==> src/rtl/micro_sequencer_pkg.sv <==
// Shared definitions for the microprogram sequencer: sequencing opcodes, flag indices,
// FSM state codes and ROM word field offsets.
package micro_sequencer_pkg;

   localparam int unsigned AddrWDef  = 6;
   localparam int unsigned CwWDef    = 9;
   localparam int unsigned StackDDef = 2;
   localparam int unsigned SeqOpW    = 3;
   localparam int unsigned CondW     = 2;
   localparam int unsigned NumFlags  = 4;

   localparam int unsigned FlgZero  = 0;
   localparam int unsigned FlgCarry = 1;
   localparam int unsigned FlgNeg   = 2;
   localparam int unsigned FlgExt   = 3;

   typedef enum logic [2:0] {
      SeqNext = 3'd0,
      SeqJump = 3'd1,
      SeqJc   = 3'd2,
      SeqJnc  = 3'd3,
      SeqCall = 3'd4,
      SeqRet  = 3'd5,
      SeqWait = 3'd6,
      SeqEnd  = 3'd7
   } seq_op_e;

   typedef enum logic [2:0] {
      StIdle,
      StFetch,
      StExec,
      StWaitc,
      StDone
   } state_e;

   // Word layout MSB..LSB: seq_op | cond_sel | target | ctrl
   function automatic int unsigned uword_w(int unsigned addr_w, int unsigned cw_w);
      return cw_w + CondW + SeqOpW + addr_w;
   endfunction

   function automatic int unsigned target_lsb(int unsigned cw_w);
      return cw_w;
   endfunction

   function automatic int unsigned cond_lsb(int unsigned addr_w, int unsigned cw_w);
      return cw_w + addr_w;
   endfunction

   function automatic int unsigned op_lsb(int unsigned addr_w, int unsigned cw_w);
      return cw_w + addr_w + CondW;
   endfunction

endpackage

==> src/rtl/micro_sequencer_if.sv <==
// Host/ROM/decoder-facing signal bundle of the sequencer; slave is the sequencer side.
interface micro_sequencer_if #(
   parameter int unsigned ADDR_W = 6,
   parameter int unsigned CW_W   = 9
);
   localparam int unsigned UW = CW_W + 5 + ADDR_W;

   logic              start;
   logic [ADDR_W-1:0] entry;
   logic [3:0]        flags;
   logic [ADDR_W-1:0] rom_addr;
   logic [UW-1:0]     rom_data;
   logic [CW_W-1:0]   ms_m;
   logic              ms_valid;
   logic              busy;
   logic              done;
   logic              err;

   modport master (
      output start, entry, flags, rom_data,
      input  rom_addr, ms_m, ms_valid, busy, done, err
   );

   modport slave (
      input  start, entry, flags, rom_data,
      output rom_addr, ms_m, ms_valid, busy, done, err
   );

endinterface

==> src/rtl/micro_sequencer_stack.sv <==
// Return-address LIFO for CALL/RET. Overflow/underflow are policed by the caller via full/empty.
module micro_sequencer_stack #(
   parameter int unsigned ADDR_W  = 6,
   parameter int unsigned STACK_D = 2
) (
   input  logic              clk,
   input  logic              rst,
   input  logic              clr,
   input  logic              push,
   input  logic              pop,
   input  logic [ADDR_W-1:0] din,
   output logic [ADDR_W-1:0] dout,
   output logic              full,
   output logic              empty
);

   localparam int unsigned SpW = $clog2(STACK_D + 1);

   logic [SpW-1:0]    sp_q, sp_d;
   logic [ADDR_W-1:0] mem_q [STACK_D];
   logic [ADDR_W-1:0] mem_d [STACK_D];

   assign empty = (sp_q == '0);
   assign full  = (sp_q == SpW'(STACK_D));

   always_comb begin
      sp_d  = sp_q;
      mem_d = mem_q;
      dout  = '0;
      for (int unsigned i = 0; i < STACK_D; i++) begin
         if (sp_q == SpW'(i + 1)) dout = mem_q[i];
         if (push && !full && (sp_q == SpW'(i))) mem_d[i] = din;
      end
      if (clr) begin
         sp_d = '0;
      end else if (push && !full) begin
         sp_d = sp_q + SpW'(1);
      end else if (pop && !empty) begin
         sp_d = sp_q - SpW'(1);
      end
   end

   always_ff @(posedge clk) begin
      if (rst) begin
         sp_q <= '0;
         for (int unsigned i = 0; i < STACK_D; i++) mem_q[i] <= '0;
      end else begin
         sp_q  <= sp_d;
         mem_q <= mem_d;
      end
   end

   a_no_push_pop: assert property (@(posedge clk) disable iff (rst) !(push && pop));

endmodule

==> src/rtl/micro_sequencer.sv <==
// Microprogram sequencer: fetches microwords from a synchronous ROM, resolves the next address
// and issues the registered control field with a start/busy/done host handshake.
module micro_sequencer
   import micro_sequencer_pkg::*;
#(
   parameter int unsigned ADDR_W  = AddrWDef,
   parameter int unsigned CW_W    = CwWDef,
   parameter int unsigned STACK_D = StackDDef
) (
   input logic              clk,
   input logic              rst,
   micro_sequencer_if.slave bus
);

   localparam int unsigned OpLsb   = op_lsb(ADDR_W, CW_W);
   localparam int unsigned CondLsb = cond_lsb(ADDR_W, CW_W);
   localparam int unsigned TgtLsb  = target_lsb(CW_W);

   state_e            state_q, state_d;
   logic [ADDR_W-1:0] upc_q, upc_d;
   logic [CondW-1:0]  cond_q, cond_d;
   logic [CW_W-1:0]   ms_m_q, ms_m_d;
   logic              ms_valid_q, ms_valid_d;
   logic              done_q, done_d;
   logic              err_q, err_d;

   seq_op_e           op;
   logic [CondW-1:0]  cond;
   logic [ADDR_W-1:0] tgt;
   logic [CW_W-1:0]   ctrl;
   logic [ADDR_W-1:0] upc_inc;
   logic              hit;

   logic              stk_push, stk_pop, stk_clr, stk_full, stk_empty;
   logic [ADDR_W-1:0] stk_dout;

   assign op      = seq_op_e'(bus.rom_data[OpLsb +: SeqOpW]);
   assign cond    = bus.rom_data[CondLsb +: CondW];
   assign tgt     = bus.rom_data[TgtLsb +: ADDR_W];
   assign ctrl    = bus.rom_data[CW_W-1:0];
   assign upc_inc = upc_q + ADDR_W'(1);
   assign hit     = bus.flags[cond];

   micro_sequencer_stack #(
      .ADDR_W  (ADDR_W),
      .STACK_D (STACK_D)
   ) u_stack (
      .clk   (clk),
      .rst   (rst),
      .clr   (stk_clr),
      .push  (stk_push),
      .pop   (stk_pop),
      .din   (upc_inc),
      .dout  (stk_dout),
      .full  (stk_full),
      .empty (stk_empty)
   );

   always_comb begin
      state_d    = state_q;
      upc_d      = upc_q;
      cond_d     = cond_q;
      ms_m_d     = ms_m_q;
      ms_valid_d = 1'b0;
      done_d     = (state_q == StDone);
      err_d      = err_q;
      stk_push   = 1'b0;
      stk_pop    = 1'b0;
      stk_clr    = 1'b0;

      case (state_q)
         StIdle: begin
            // A fresh routine starts with an empty return stack.
            if (bus.start) begin
               upc_d   = bus.entry;
               err_d   = 1'b0;
               stk_clr = 1'b1;
               state_d = StFetch;
            end
         end
         StFetch: state_d = StExec;
         StExec: begin
            ms_m_d     = ctrl;
            ms_valid_d = 1'b1;
            cond_d     = cond;
            state_d    = StFetch;
            unique case (op)
               SeqNext: upc_d = upc_inc;
               SeqJump: upc_d = tgt;
               SeqJc:   upc_d = hit ? tgt : upc_inc;
               SeqJnc:  upc_d = hit ? upc_inc : tgt;
               SeqCall: begin
                  if (stk_full) begin
                     err_d   = 1'b1;
                     state_d = StIdle;
                  end else begin
                     stk_push = 1'b1;
                     upc_d    = tgt;
                  end
               end
               SeqRet: begin
                  if (stk_empty) begin
                     err_d   = 1'b1;
                     state_d = StIdle;
                  end else begin
                     stk_pop = 1'b1;
                     upc_d   = stk_dout;
                  end
               end
               SeqWait: begin
                  if (hit) upc_d = upc_inc;
                  else     state_d = StWaitc;
               end
               SeqEnd:  state_d = StDone;
            endcase
         end
         StWaitc: begin
            if (bus.flags[cond_q]) begin
               upc_d   = upc_inc;
               state_d = StFetch;
            end
         end
         StDone:  state_d = StIdle;
         default: state_d = StIdle;
      endcase
   end

   always_ff @(posedge clk) begin
      if (rst) begin
         state_q    <= StIdle;
         upc_q      <= '0;
         cond_q     <= '0;
         ms_m_q     <= '0;
         ms_valid_q <= 1'b0;
         done_q     <= 1'b0;
         err_q      <= 1'b0;
      end else begin
         state_q    <= state_d;
         upc_q      <= upc_d;
         cond_q     <= cond_d;
         ms_m_q     <= ms_m_d;
         ms_valid_q <= ms_valid_d;
         done_q     <= done_d;
         err_q      <= err_d;
      end
   end

   // done is registered like ms_valid, so it lands the cycle after DONE.
   assign bus.rom_addr = upc_q;
   assign bus.ms_m     = ms_m_q;
   assign bus.ms_valid = ms_valid_q;
   assign bus.busy     = (state_q != StIdle);
   assign bus.done     = done_q;
   assign bus.err      = err_q;

endmodule

==> src/flat_wrapper.sv <==
// flat-port wrapper written by rule: the top's interface ports become plain ports
module micro_sequencer_flat import micro_sequencer_pkg::*;
#(
   parameter int unsigned ADDR_W  = AddrWDef,
   parameter int unsigned CW_W    = CwWDef,
   parameter int unsigned STACK_D = StackDDef
)
  (clk, rst, bus_start, bus_entry, bus_flags, bus_rom_data, bus_rom_addr, bus_ms_m, bus_ms_valid, bus_busy, bus_done, bus_err);
  micro_sequencer_if #(.ADDR_W(ADDR_W), .CW_W(CW_W)) bus_i ();
  input logic clk;
  input logic rst;
  input wire logic [$bits(bus_i.start)-1:0] bus_start;
  input wire logic [$bits(bus_i.entry)-1:0] bus_entry;
  input wire logic [$bits(bus_i.flags)-1:0] bus_flags;
  input wire logic [$bits(bus_i.rom_data)-1:0] bus_rom_data;
  output wire logic [$bits(bus_i.rom_addr)-1:0] bus_rom_addr;
  output wire logic [$bits(bus_i.ms_m)-1:0] bus_ms_m;
  output wire logic [$bits(bus_i.ms_valid)-1:0] bus_ms_valid;
  output wire logic [$bits(bus_i.busy)-1:0] bus_busy;
  output wire logic [$bits(bus_i.done)-1:0] bus_done;
  output wire logic [$bits(bus_i.err)-1:0] bus_err;
  assign bus_i.start = bus_start;
  assign bus_i.entry = bus_entry;
  assign bus_i.flags = bus_flags;
  assign bus_i.rom_data = bus_rom_data;
  assign bus_rom_addr = bus_i.rom_addr;
  assign bus_ms_m = bus_i.ms_m;
  assign bus_ms_valid = bus_i.ms_valid;
  assign bus_busy = bus_i.busy;
  assign bus_done = bus_i.done;
  assign bus_err = bus_i.err;
  micro_sequencer #(.ADDR_W(ADDR_W), .CW_W(CW_W), .STACK_D(STACK_D)) u_core (.clk(clk), .rst(rst), .bus(bus_i));
endmodule
==> config.mk <==
export PLATFORM = sky130hd
export DESIGN_NAME = micro_sequencer_flat
export DESIGN_NICKNAME = d
export VERILOG_FILES = /design/src/rtl/micro_sequencer_pkg.sv /design/src/rtl/micro_sequencer_if.sv /design/src/rtl/micro_sequencer_stack.sv /design/src/rtl/micro_sequencer.sv /design/src/flat_wrapper.sv
export SDC_FILE = /design/constraint.sdc
export NUM_CORES = 1
export LEC_CHECK = 0
export BUFFER_PORTS_ARGS = -buffer_cell sky130_fd_sc_hd__buf_4
export CAP_MARGIN = 20
export CORE_AREA = 2 2 63 77
export CTS_CLUSTER_DIAMETER = 80
export CTS_CLUSTER_SIZE = 12
export DETAILED_ROUTE_END_ITERATION = 7
export DIE_AREA = 0 0 65 79
export PLACE_DENSITY = 0.71
export SLEW_MARGIN = 20
export SYNTH_ARGS = -nofsm -noshare
export SYNTH_HDL_FRONTEND = slang
export SYNTH_SLANG_ARGS = --single-unit
==> constraint.sdc <==
create_clock -name clk -period 2.7 [get_ports clk]
set_clock_uncertainty 0.1 [all_clocks]
set_input_delay 0.54 -clock clk [delete_from_list [all_inputs] [get_ports clk]]
set_output_delay 0.54 -clock clk [all_outputs]
set_load 0.02 [all_outputs]
==> key figures <==
Status
  • Status: finished, final reports clean

STA
  • Fin. Hold Viols: 0
  • Worst slew pin tran: 0.738 ns
  • Slew Limit Fails: 0
  • Final hold slack: 0.356 ns
  • Final worst slack: roughly 0.29 ns
  • Slew HR: about half
  • FMAX: 416 MHz
  • Crit path time final: 2.41 ns
  • Tcrit/Tclk final: 89.1%
  • Final setup vio count: 0
  • RSZ-0062 raised after global routing: false
  • Setup tns final: 0 ns

Critical path
  • Worst path top cell family by delay: compound AO/OA/AOI/OAI gates
  • CP peak stage delay: 0.65 ns
  • CP startpoint: u_core.u_stack.sp_q[0]
  • CP startpoint kind: flip-flop
  • R2R Setup Slk: approximately 0.3 ns
  • R2R depth: 7
  • CP endpoint: u_core.bus.rom_addr[3]
  • WP data arrival: 2.49 ns
  • Reg-to-reg startpoint: u_core.u_stack.sp_q[0]
  • Crit-path cells: inv_1 -> ha_1 -> o21ai_0 -> a2111oi_2 -> nor4_4 -> nor2_1 -> a311oi_1
  • Setup CP Type: flip-flop to flip-flop
  • R2R Path End: u_core.bus.rom_addr[3]
  • Cell count along the critical path: 7
  • CP max-delay cell: nor4_4
  • Crit path max fanout: 14
  • Req. time, crit path: 2.78 ns
  • CP bufs+invs: 1
  • CP Capture Type: flip-flop

Die
  • Die Y: roughly 79 µm
  • Initial Utilization: 48.7%
  • Row count: 27
  • Core Region: 0.00443 mm²
  • Die Wd: approximately 65 µm
  • IO Pins: 52
  • Die Footprint: 0.00514 mm²

Synthesis
  • Ys async rst share: 0%
  • Number of synthesized register bits: 37
  • Most used DFF post-synth: dfxtp_1
  • Cells after Synth: 264
  • Mapped cell area: 0.00215 mm²
  • XOR/XNOR share of the synthesized area: 2.44%
  • Syn_nets: around 300
  • Largest family of logic cells by synthesized area: simple AND/OR/NAND/NOR gates
  • Post-synthesis sequential area ratio: 34.4%
  • Post-synth EDFFs: 0
  • Synth area leaders: dfxtp_1 34%, nand2_1 7.8%, nor2_1 5.1%, a21oi_1 4.2%, mux2i_1 3.3%
  • Fraction of synthesized area in multiplexers: between 6 and 7%
  • Netlist cell types: 53
  • Synth Area in Compound Gates: between 20% and 30%
  • Post-Synth Simple-Gate Area: between 20% and 30%
  • Post-synthesis average cell area: 8.16 µm²
  • Yosys top cell by area: dfxtp_1
  • Post-synth top area share: about a third
  • Post-Synth Adder-Cell Area: 2.32%
  • Synth warn: 0

Route
  • Drt via density: 5.56
  • Wirelength per Cell: around 15 µm
  • DR DRC count: 0
  • DRT Pass-1 Iters: 4
  • ANT nets after route: 0
  • Routed WL: 5450 µm
  • Iteration-0 DRC Markers: 182
  • Vias: 2051

Cells and area
  • Share of post-route cells with drive strength above 1: a little under a quarter
  • Final net count: 347
  • Most common cell after layout, fill and taps aside: buf_4
  • Synth-to-Final Area Change: 24.2%
  • Most frequent cells in the layout: 57 x buf_4, 45 x nand2_1, 37 x dfxtp_1
  • Diodes inserted: 0
  • Post-route design area: 0.00267 mm²

Placed design
  • Area after DPL: 0.00255 mm²
  • Setup WS pre-CTS: -0.0620 ns
  • GP Congestion: 0.821
  • Number of port buffers: 51
  • Detailed Place HPWL: a little over 4000 µm

Pwr
  • Pleak: 1.04 nW
  • Pwr dens: between 400 and 500 mW/mm²
  • Maximum VDD drop: between 0.3 and 0.4 mV

CTS
  • # Post-CTS Setup Buffers: 0
  • Total clock sinks: 37
  • Hold-fix buffers, CTS: 0
  • CTS resizes: 1
  • CTS clk-pin slew, worst paths: 0.08 ns
  • Root buffer cell: clkbuf_8
  • CTS tree: built
  • Skew-Pair Late Insertion Delay: between 0.2 and 0.3 ns
  • CTS buffer count: 5
  • H-tree depth: 2
  • CTS Buffer Depth: 2

Global route
  • Total GRT Usage: 23.3%
  • Initial antenna violation count: 0
  • Vias in the first global route: 2084
  • Pin count of the biggest net entering global routing: 38
  • First-pass GRT wire length: 9360 µm
  • Gr ovfl total: 0

Flow run
  • # Max-Cap Violations: 0

Hold path
  • Worst Hold Class: flip-flop to flip-flop
## area by class of cell
class                           instances  area (µm²)
Fill cell                             438        1750
Multi-Input combinational cell        198        1270
Sequential cell                        37         741
Timing Repair Buffer                   57         428
Clock buffer                            7        86.3
Tap cell                               58        72.6
Inverter                               11        41.3
Clock inverter                          1        30.0
## worst min path at each step
stage                                  start            endpoint  slack, ns  cells after the start
after floorplan             u_core.cond_q[1]    u_core.cond_q[1]       0.34                      2
after global placement    u_core.bus.ms_m[3]  u_core.bus.ms_m[3]       0.34                      2
after detailed placement  u_core.bus.ms_m[0]  u_core.bus.ms_m[0]       0.35                      2
after CTS                 u_core.bus.ms_m[0]  u_core.bus.ms_m[0]       0.36                      2
after global routing      u_core.bus.ms_m[0]  u_core.bus.ms_m[0]       0.38                      2
final                     u_core.bus.ms_m[0]  u_core.bus.ms_m[0]       0.36                      2
## logic make-up (layout without fill, tap and decap cells)
group	after synthesis	count (layout)
mux	10	10
compound gates	70	70
xor+xnor	6	6
simple gates	108	108
flops	37	37
buf+inv	29	76
fa+ha+maj	4	4
## tightest hold or removal path, delay by kind of cell (launching register included)
| kind | cells | cell delay (ns) |
|---|---|---|
| compound gates | 1 | 0.05 |
| flops | 1 | 0.31 |
| simple gates | 1 | 0.05 |
## cell usage after synthesis (3+ instances only)
library cell and n:
or3b_1 3, inv_1 11, o221ai_1 4, clkbuf_1 7
a311o_1 3, nor2b_1 4, a21oi_1 18, mux2i_1 7
buf_2 4, nand2_1 45, xor2_1 3, nor3_1 3
o21ai_0 12, a211oi_1 8, nor2_1 29, dfxtp_1 37
o211ai_1 3, nand3_1 5, xnor2_1 3, buf_6 4
nand3b_1 4, and3_1 5, ha_1 4
## power breakdown
group / switching, mW / internal [mW]
Clock: 0.199 / 0.301
Sequential: 0.0198 / 0.562
Combinational: 0.136 / 0.105
## sequential cells by signal, indices dropped and copies added (netlist names)
register              cells
u_core.bus.done           1
u_core.bus.err            1
u_core.bus.ms_m           9
u_core.bus.ms_valid       1
u_core.bus.rom_addr       6
u_core.cond_q             2
u_core.state_q            3
u_core.u_stack.mem_q     12
u_core.u_stack.sp_q       2
## metal layers
metal	vias up	track usage [%]	part of all wire, %
met5	-	0	0
met4	0	9.57	2.5
met3	12	5.24	5.6
met2	65	40.1	50
met1	939	27.6	41
li1	1035	-	-
## through the flow
stage          total power, mW  util, %  std cells
6_report                  1.32     60.4        369
5_1_grt                   1.38     60.4        369
3_5_place_dp             0.833     57.6        361
2_1_floorplan            0.739        -        264
4_1_cts                   1.33     60.4        369
3_3_place_gp             0.829     57.6        361
Note: power is estimated with default switching activity, not from simulation.
